[src/rtl/spi_packet_assembler.sv]
// Receive-side chunk reassembler: shifts nbits_in-bit chunks, first chunk in the MSBs,
// into one nbits_out-bit packet and presents it on a val/rdy output port.
module spi_packet_assembler #(
    parameter int unsigned nbits_in  = 8,
    parameter int unsigned nbits_out = 8
) (
    input  logic                 clk,
    input  logic                 reset,
    input  logic                 req_val,
    output logic                 req_rdy,
    input  logic [nbits_in-1:0]  req_msg,
    output logic                 resp_val,
    input  logic                 resp_rdy,
    output logic [nbits_out-1:0] resp_msg
);

    localparam int unsigned NUM_REGS = (nbits_out + nbits_in - 1) / nbits_in;
    localparam int unsigned CNT_BITS = (NUM_REGS > 1) ? $clog2(NUM_REGS) : 1;
    localparam logic [CNT_BITS-1:0] CNT_LAST = CNT_BITS'(NUM_REGS - 1);

    logic [nbits_out-1:0] asm_q, asm_d;
    logic [CNT_BITS-1:0]  cnt_q, cnt_d;
    logic                 full_q, full_d;
    logic                 req_fire;
    logic                 resp_fire;

    assign resp_val  = full_q;
    assign resp_msg  = asm_q;
    assign req_rdy   = ~full_q | resp_rdy;
    assign req_fire  = req_val & req_rdy;
    assign resp_fire = full_q & resp_rdy;

    // A completing chunk re-asserts full even when the current packet leaves this cycle.
    always_comb begin
        asm_d  = asm_q;
        cnt_d  = cnt_q;
        full_d = full_q;
        if (resp_fire) begin
            full_d = 1'b0;
        end
        if (req_fire) begin
            asm_d = nbits_out'({asm_q, req_msg});
            if (cnt_q == CNT_LAST) begin
                cnt_d  = '0;
                full_d = 1'b1;
            end else begin
                cnt_d = cnt_q + CNT_BITS'(1);
            end
        end
    end

    always_ff @(posedge clk or negedge reset) begin
        if (!reset) begin
            asm_q  <= '0;
            cnt_q  <= '0;
            full_q <= 1'b0;
        end else begin
            asm_q  <= asm_d;
            cnt_q  <= cnt_d;
            full_q <= full_d;
        end
    end

endmodule

[config.mk]
export PLATFORM = sky130hd
export DESIGN_NAME = spi_packet_assembler
export DESIGN_NICKNAME = d
export VERILOG_FILES = /design/src/rtl/spi_packet_assembler.sv
export SDC_FILE = /design/constraint.sdc
export NUM_CORES = 1
export LEC_CHECK = 0
export BUFFER_PORTS_ARGS = -buffer_cell sky130_fd_sc_hd__buf_4
export CAP_MARGIN = 30
export CORE_AREA = 2 2 39 41
export DETAILED_ROUTE_END_ITERATION = 10
export DIE_AREA = 0 0 41 43
export PLACE_DENSITY_LB_ADDON = 0.05
export RECOVER_POWER = 100
export SLEW_MARGIN = 40
export SYNTH_ARGS = -nofsm -noshare
export SYNTH_HDL_FRONTEND = slang
export SYNTH_SLANG_ARGS = --single-unit
export TNS_END_PERCENT = 10
[constraint.sdc]
create_clock -name clk -period 0.9 [get_ports clk]
set_input_delay 0.27 -clock clk [delete_from_list [all_inputs] [get_ports clk]]
set_output_delay 0.27 -clock clk [all_outputs]
set_load 0.005 [all_outputs]
# Word level (Yosys, flattened, before mapping)

Index checks and enable logic that the tools add are counted.

Register bits after elaboration: 10
Output and inout port bits: 10
Logic and storage cells: 12
Input port bits: 12

Bitwise logic cells: 4
$add $sub $neg: 1
Mux-type cells: 4

Operator list:

| cell                               | number |
|---|---|
| 1-bit 2-to-1 mux                   | 4 |
| 1-bit bitwise AND                  | 2 |
| 1-bit adder, second input constant | 1 |
| 1-bit NOT                          | 1 |
| 1-bit OR                           | 1 |

# Logic depth before layout (Yosys ltp)

Gate-level depths: netlist of the first run.

Depth after elaboration: 4
Gate-level depth with buffers: 3
Depth with buffers taken out: 3

# Least setup slack after synthesis of the first run

OpenSTA, ideal clock, no wires.

Kind: reg2reg
From: register full_q, in the netlist resp_val
To: register asm_q[0], in the netlist resp_msg[0]
Data required time: 0.775 ns
Buffers on the path: 0
Setup time: 0.125 ns
Data arrival time: 0.889 ns
Path slack: -0.114 ns
Stages on the path, launching flop included: 4
Path through: dfrtp_1 -> nand2b_4 -> nand2_8 -> mux2_4

Word-level cells in the longest chain between the ends: 3

Ends and longest elaborated chain:

| item                   | line | source |
|---|---|---|
| start, declared        | 23   | `logic full_q, full_d;` |
| start signal, assigned | 60   | `full_q <= full_d;` |
| 1-bit NOT              | 29   | `assign req_rdy = ~full_q \| resp_rdy;` |
| 1-bit OR               | 29   |  |
| named net req_rdy      | 10   | `output logic req_rdy,` |
| 1-bit bitwise AND      | 30   | `assign req_fire = req_val & req_rdy;` |
| end signal, assigned   | 58   | `asm_q <= asm_d;` |
| end, declared          | 21   | `logic [nbits_out-1:0] asm_q, asm_d;` |

The timed path passes the listed nets, and every way through them passes these cells.
A chain may end at the register's enable or synchronous reset.

# Worst setup path after layout of the first run

From: register full_q, in the netlist resp_val
To: output port req_rdy

Word-level cells in the longest chain between the ends: 2

Ends and longest elaborated chain:

| item          | line |
|---|---|
| 1-bit NOT     | 29 |
| 1-bit OR      | 29 |
| end, declared | 10 |

No other way between the ends.

==> results of run 1 <==
[through the flow]
| stage | setup WS, ns | hold slack, ns | setup TNS, ns |
|---|---|---|---|
| detailed placement | -0.198 | 0.105 | -1.58 |
| CTS | -0.230 | 0.232 | -3.36 |
| finish | -0.217 | 0.240 | -3.19 |
| floorplan | -0.113 | -0.0256 | -0.903 |
| global route | -0.269 | 0.228 | -3.95 |
| global placement | -0.174 | 0.0976 | -1.43 |
[area by class of cell]
cell class	instances	area (um^2)
clock buffer	4	26.3
fill	126	733
multi-input combinational	11	160
sequential	9	225
tap	16	20.0
timing repair buffer	23	219
[layer usage]
layer,track usage,vias to the layer above,wire length [um],share of wire
met5,0,-,0,0
met1,0.139,133,342,0.42
met4,0.0600,0,0,0
li1,-,123,-,-
met2,0.172,12,422,0.52
met3,0.0471,0,47,0.058
[cell usage after synthesis (all sizes together)]
cell type,count
nand2b,2
nand2,1
mux2,8
dfrtp,9
[cells by family after synthesis]
group | Yosys count | share of synthesized area
flops | 9 | 0.584
mux | 8 | 0.312
simple gates | 3 | 0.104
[critical path, delay by kind of cell, from the launching register on]
family                 cells  cell delay, ns
buffers and inverters      1            0.09
flip-flops                 1            0.40
AND/OR/NAND/NOR            1            0.10
[timing repair]
action                                  CTS  global route
endpoints found under the setup margin   18            18
gates resized for setup                   9             0
setup buffers                             1             0
hold buffers                              1             0
hold endpoints to repair                  9             0
[sequential cells by signal (all words and copies together), names as in the netlist]
signal	flops
resp_msg	8
resp_val	1
[placed cells by master (no fill, tap or decap), drive strengths merged]
| cell | count |
|---|---|
| nand2b | 2 |
| buf | 21 |
| dlygate4sd3 | 1 |
| dfrtp | 9 |
| nand2 | 1 |
| mux2 | 8 |
| clkbuf | 5 |
[worst paths after layout]
path	start	endpoint	slack (ns)	cells past startpoint
min reg2reg	resp_msg[3]$_DFFE_PN0P_	resp_msg[3]$_DFFE_PN0P_	0.54	1
max reg2reg	resp_val$_DFFE_PN0P_	resp_msg[1]$_DFFE_PN0P_	-0.21	4
min in group asynchronous	reset	resp_msg[2]$_DFFE_PN0P_	0.41	2
min	req_msg[3]	resp_msg[3]$_DFFE_PN0P_	0.24	2
max	resp_val$_DFFE_PN0P_	req_rdy	-0.22	2
max in group asynchronous	reset	resp_msg[0]$_DFFE_PN0P_	0.30	2
[where the power goes]
group          leakage (nW)  internal [mW]  total [mW]  switching [mW]
logic                 0.211          0.231       0.313          0.0819
clock network        0.0150          0.171       0.314           0.143
registers             0.104          0.461       0.506          0.0448
total                 0.331          0.864        1.13           0.269
==> results_tabular.tex, run 1 <==
\begin{tabular}{lr}
\hline
Metric & Value \\
\hline
\multicolumn{2}{l}{\textbf{Logic synthesis}} \\
Largest area contributor in the synthesized netlist & dfrtp\_1 \\
Yosys warns & 0 \\
Mean instance size in the synthesized netlist & 19.3 um\^{}2 \\
Post-synthesis net count & 32 \\
Synth unique cells & 5 \\
Yosys top cell area share & 0.584 \\
Post-synthesis sequential element count & 9 \\
Largest cells by area after synthesis & dfrtp\_1 58\%, mux2\_4 31\%, nand2\_8 5.2\%, nand2b\_4 3.6\%, nand2b\_1 1.6\% \\
Post-Syn Area & 385 um\^{}2 \\
Synth Instances & 20 \\
Register area share after synthesis & 0.584 \\
\multicolumn{2}{l}{\textbf{Clock tree}} \\
Root buffer selected by CTS & clkbuf\_4 \\
Clock tree buffer depth & 2 \\
Clk\_lat worst skew & 0.26 ns \\
TritonCTS clock tree & yes \\
CTS H-tree depth & 1 \\
Reg clk slew, reported paths & 0.06 ns \\
Sink Count & 9 \\
Number of clock buffers inserted by TritonCTS & 3 \\
\multicolumn{2}{l}{\textbf{Floorplan}} \\
Effective utilization at floorplan & 0.278 \\
Core box area & 1380 um\^{}2 \\
Width of the die & 41 um \\
Ports placed on the boundary & 22 \\
Die area & 1760 um\^{}2 \\
Standard-cell rows & 14 \\
Die Y & 43 um \\
\multicolumn{2}{l}{\textbf{STA}} \\
Shortest period the worst path allows & 1.12 ns \\
Unrepaired setup endpoints after global routing & true \\
Final Slew Violations & 0 \\
Hold Fails Final Rpt & 0 \\
Final critical-path setup slack & -0.217 ns \\
Peak Freq & 895 MHz \\
Actual slew at the worst max-slew pin & 0.239 ns \\
Worst clock skew & 0.000964 ns \\
Slew headroom & 0.840 \\
Final setup fails & 18 \\
Final period util & 1.24 \\
\multicolumn{2}{l}{\textbf{Setup path}} \\
Max stage delay on crit path & 0.40 ns \\
Critical path class & reg2out \\
Crit path capture type & output port \\
Cell breakdown of the critical path & nand2b\_4 > buf\_6 \\
CP startpoint kind & flop \\
Critical path data arrival time & 0.85 ns \\
Slowest-stage cell, CP & dfrtp\_1 \\
Required time reported for the critical path endpoint & 0.63 ns \\
Biggest fanout along the worst timing path & 2 \\
\multicolumn{2}{l}{\textbf{Layout}} \\
Design area & 651 um\^{}2 \\
Util after Layout & 0.470 \\
Final Instance Count excl. Fillers & 63 \\
Layout cell share with drive strength beyond 1 & 0.745 \\
Area grow syn2layout & 68.8\% \\
Total inserted antenna cells & 0 \\
Number of nets in the finished design & 60 \\
\multicolumn{2}{l}{\textbf{Hold path}} \\
Worst min-delay path class & in2reg \\
\multicolumn{2}{l}{\textbf{Place}} \\
Standard cell area after detailed placement & 563 um\^{}2 \\
Inst Count DP & 57 \\
Number of port buffers & 21 \\
Final Wtd Congestion & 0.543 \\
\multicolumn{2}{l}{\textbf{Drt}} \\
First-pass iteration count of the detailed router & 2 \\
Antenna Violating Nets Remaining & 0 \\
Total vias in the final route & 268 \\
Initial DRC Count & 3 \\
Ratio of routed vias to standard cells & 4.25 \\
Aggregate routed wire length & 811 um \\
Post-route DRC violation count & 0 \\
Wirelength per Cell & 12.9 um \\
\multicolumn{2}{l}{\textbf{Run status}} \\
Violations in the final reports & setup timing \\
Status & finished, violations left \\
\multicolumn{2}{l}{\textbf{Global routing}} \\
Via count of the first global-routing pass & 289 \\
Largest net degree at the start of global routing & 10 \\
GRT Overall Usage & 0.117 \\
Number of antenna violations at the first check in global routing & 0 \\
Wire length of the first global-routing pass & 1.33 mm \\
Leftover overflow at the end of global routing & 0 \\
\multicolumn{2}{l}{\textbf{Pwr}} \\
Lkg Pwr & 0.331 nW \\
Max rail drop VDD & 0.000672 V \\
Power per unit of standard cell area & 1740 nW/um\^{}2 \\
Final Total Pwr & 1.13 mW \\
\multicolumn{2}{l}{\textbf{Job}} \\
Reported max-cap violation count & 0 \\
\hline
\end{tabular}
(Power assumes the default switching activity.)
==> inputs of run 2 (changes only) <==
ABC_AREA = 1   (was not set)
SLEW_MARGIN = not set   (was 40)
==> run 2 against run 1 <==
  * The run still ends with setup timing left
  * Total power decreased by 5.3%
  * Combinational power decreased by 14%
  * Critical path type unchanged
  * Critical path depth unchanged
  * Largest power group unchanged
==> results_tabular.tex, run 2 <==
\begin{tabular}{lr}
\hline
Metric & Value \\
\hline
\multicolumn{2}{l}{\textbf{Clock tree}} \\
Clk\_lat worst skew & 0.26 ns \\
CTS H-tree depth & 1 \\
TritonCTS clock tree & yes \\
Clock tree buffer depth & 2 \\
Reg clk slew, reported paths & 0.06 ns \\
Number of clock buffers inserted by TritonCTS & 3 \\
Root buffer selected by CTS & clkbuf\_4 \\
Sink Count & 9 \\
\multicolumn{2}{l}{\textbf{Drt}} \\
Post-route DRC violation count & 0 \\
First-pass iteration count of the detailed router & 2 \\
Initial DRC Count & 7 \\
Aggregate routed wire length & 799 um \\
Ratio of routed vias to standard cells & 4.23 \\
Wirelength per Cell & 9.74 um \\
Total vias in the final route & 347 \\
Antenna Violating Nets Remaining & 0 \\
\multicolumn{2}{l}{\textbf{Pwr}} \\
Cell Int Power & 0.803 mW \\
Switching power total & 0.271 mW \\
Power per unit of standard cell area & 1740 nW/um\^{}2 \\
Gate power share & 0.252 \\
Switch share & 0.252 \\
Part of the power in registers & 0.462 \\
Part of the total power dissipated in the clock network & 0.286 \\
Lkg Pwr & 0.340 nW \\
Max rail drop VDD & 0.000792 V \\
\multicolumn{2}{l}{\textbf{STA}} \\
Shortest period the worst path allows & 1.07 ns \\
Hold Fails Final Rpt & 0 \\
Final setup fails & 18 \\
Final critical-path setup slack & -0.169 ns \\
Hold slack final & 0.240 ns \\
Unrepaired setup endpoints after global routing & true \\
Peak Freq & 935 MHz \\
Worst clock skew & 0.00335 ns \\
Final Slew Violations & 0 \\
Actual slew at the worst max-slew pin & 0.226 ns \\
Final period util & 1.19 \\
Slew headroom & 0.849 \\
\multicolumn{2}{l}{\textbf{Layout}} \\
Combined area of the multi-input logic cells & 121 um\^{}2 \\
Filler Cells Inserted & 152 \\
Register cell area after layout & 225 um\^{}2 \\
Layout cell share with drive strength beyond 1 & 0.439 \\
Top library cells by usage in the layout, fill and taps aside & 17 x nand2\_1, 14 x buf\_4, 9 x buf\_6, 9 x dfrtp\_1, 8 x nand3\_1 \\
Flip-flop count of the largest register after layout & 8 \\
Area grow syn2layout & 68.0\% \\
Final Instance Count excl. Fillers & 82 \\
Number of nets in the finished design & 79 \\
Total inserted antenna cells & 0 \\
Most common cell after layout, fill and taps aside & nand2\_1 \\
\multicolumn{2}{l}{\textbf{Logic synthesis}} \\
Yosys warns & 0 \\
Async set or reset register ratio after synthesis & 1.00 \\
Post-synthesis net count & 51 \\
Commonest register cell after synthesis & dfrtp\_1 \\
Post-synthesis sequential element count & 9 \\
EDFF count, synth & 0 \\
Largest area contributor in the synthesized netlist & dfrtp\_1 \\
Most instantiated library cell after synthesis & nand2\_1 \\
Mean instance size in the synthesized netlist & 9.43 um\^{}2 \\
Synth unique cells & 6 \\
Post-Syn Area & 368 um\^{}2 \\
Yosys top cell area share & 0.612 \\
Synth Instances & 39 \\
Register area share after synthesis & 0.612 \\
Commonest cells in the synthesized netlist & 17 x nand2\_1, 9 x dfrtp\_1, 8 x nand3\_1 \\
Largest cells by area after synthesis & dfrtp\_1 61\%, nand2\_1 17\%, nand3\_1 11\%, buf\_6 6.1\%, nand2\_2 3.4\% \\
\multicolumn{2}{l}{\textbf{Floorplan}} \\
Effective utilization at floorplan & 0.266 \\
Width of the die & 41 um \\
Ports placed on the boundary & 22 \\
Standard-cell rows & 14 \\
Die area & 1760 um\^{}2 \\
Die Y & 43 um \\
Core box area & 1380 um\^{}2 \\
\multicolumn{2}{l}{\textbf{Place}} \\
Final Wtd Congestion & 0.595 \\
Inst Count DP & 76 \\
Post-placement setup slack & -0.0225 ns \\
Number of port buffers & 21 \\
\multicolumn{2}{l}{\textbf{Setup path}} \\
Critical Path Source & resp\_val\$\_DFFE\_PN0P\_ \\
CP startpoint kind & flop \\
Worst R2R Start & resp\_val\$\_DFFE\_PN0P\_ \\
Critical path class & reg2out \\
Crit path capture type & output port \\
Biggest fanout along the worst timing path & 2 \\
Critical path data arrival time & 0.80 ns \\
Required time reported for the critical path endpoint & 0.63 ns \\
\multicolumn{2}{l}{\textbf{Global routing}} \\
Leftover overflow at the end of global routing & 0 \\
Wire length of the first global-routing pass & 1.25 mm \\
Largest net degree at the start of global routing & 10 \\
Number of antenna violations at the first check in global routing & 0 \\
Via count of the first global-routing pass & 330 \\
GRT Overall Usage & 0.111 \\
\multicolumn{2}{l}{\textbf{Run status}} \\
Status & finished, violations left \\
Violations in the final reports & setup timing \\
\multicolumn{2}{l}{\textbf{Hold path}} \\
Hold Startpoint & req\_msg[7] \\
Worst min-delay path class & in2reg \\
\multicolumn{2}{l}{\textbf{Job}} \\
Reported max-cap violation count & 0 \\
\hline
\end{tabular}
## run 2: cell types whose count changed in the layout (fill, tap and decap cells not counted)
cell	delta
inv_1	+1
nand2b_4	-1
nand2_1	+17
nand2b_1	-1
nand2_2	+1
nand2_4	+1
nand2_8	-1
nand3_1	+8
mux2_4	-8
buf_12	-1
buf_4	+3
## run 2: cell type report
type                    instances  area share
repair buffers                 25       0.358
clock buffers                   4      0.0425
well taps                      16      0.0324
inverters                       1     0.00607
multi-input cells              27       0.196
flip-flops and latches          9       0.364
## run 2: worst max-delay path, cell delays in order (launching register included)
cell and delay (ns):
dfrtp_1 0.38, nand2_2 0.07, buf_6 0.09
## run 2: timing repair
action,in CTS,in global routing
setup endpoints to repair,10,19
hold buffers,1,0
hold endpoints to repair,9,0
cloned,0,0
gates resized for setup,10,0
pin swaps,1,0
buffers inserted,1,0
## run 2: per-stage QoR
stage               utilization  power, mW  cell area (um^2)  TNS, ns
floorplan                     -      0.581               368        0
global placement          0.389      0.728               538  -0.0128
detailed placement        0.389      0.729               538  -0.0391
CTS                       0.448       1.10               621    -1.75
global route              0.447       1.15               618    -2.45
finish                    0.447       1.07               618    -1.55
## run 2: kinds of logic (layout without fill, tap and decap cells)
kind of cell  count (synthesis)  after routing  synth area share
simple gates                 27             27             0.316
flops                         9              9             0.612
buf+inv                       3             30            0.0714
## run 2: path summary, 6_finish.rpt
kind,to,slack [ns],cells past startpoint
hold / removal,resp_msg[7]$_DFFE_PN0P_,0.24,3
setup / recovery,req_rdy,-0.17,2
max in group asynchronous,resp_msg[3]$_DFFE_PN0P_,0.30,2
setup reg to reg,resp_msg[5]$_DFFE_PN0P_,-0.04,5
min in group asynchronous,resp_msg[2]$_DFFE_PN0P_,0.41,2
hold reg to reg,resp_msg[6]$_DFFE_PN0P_,0.49,2
## run 2: power by group through the flow
stage | logic, mW | registers (mW) | clock network [mW]
after floorplan | 0.0812 | 0.500 | 0
after global placement | 0.232 | 0.497 | 0
after detailed placement | 0.234 | 0.495 | 0
after CTS | 0.279 | 0.497 | 0.326
after global routing | 0.304 | 0.503 | 0.345
final | 0.270 | 0.496 | 0.307
## run 2: metal layers
| layer | up-vias | routed length [um] | GRT usage |
|---|---|---|---|
| li1 | 179 | - | - |
| met1 | 154 | 303 | 0.116 |
| met2 | 14 | 426 | 0.169 |
| met3 | 0 | 69 | 0.0314 |
| met4 | 0 | 0 | 0.100 |
| met5 | - | 0 | 0 |
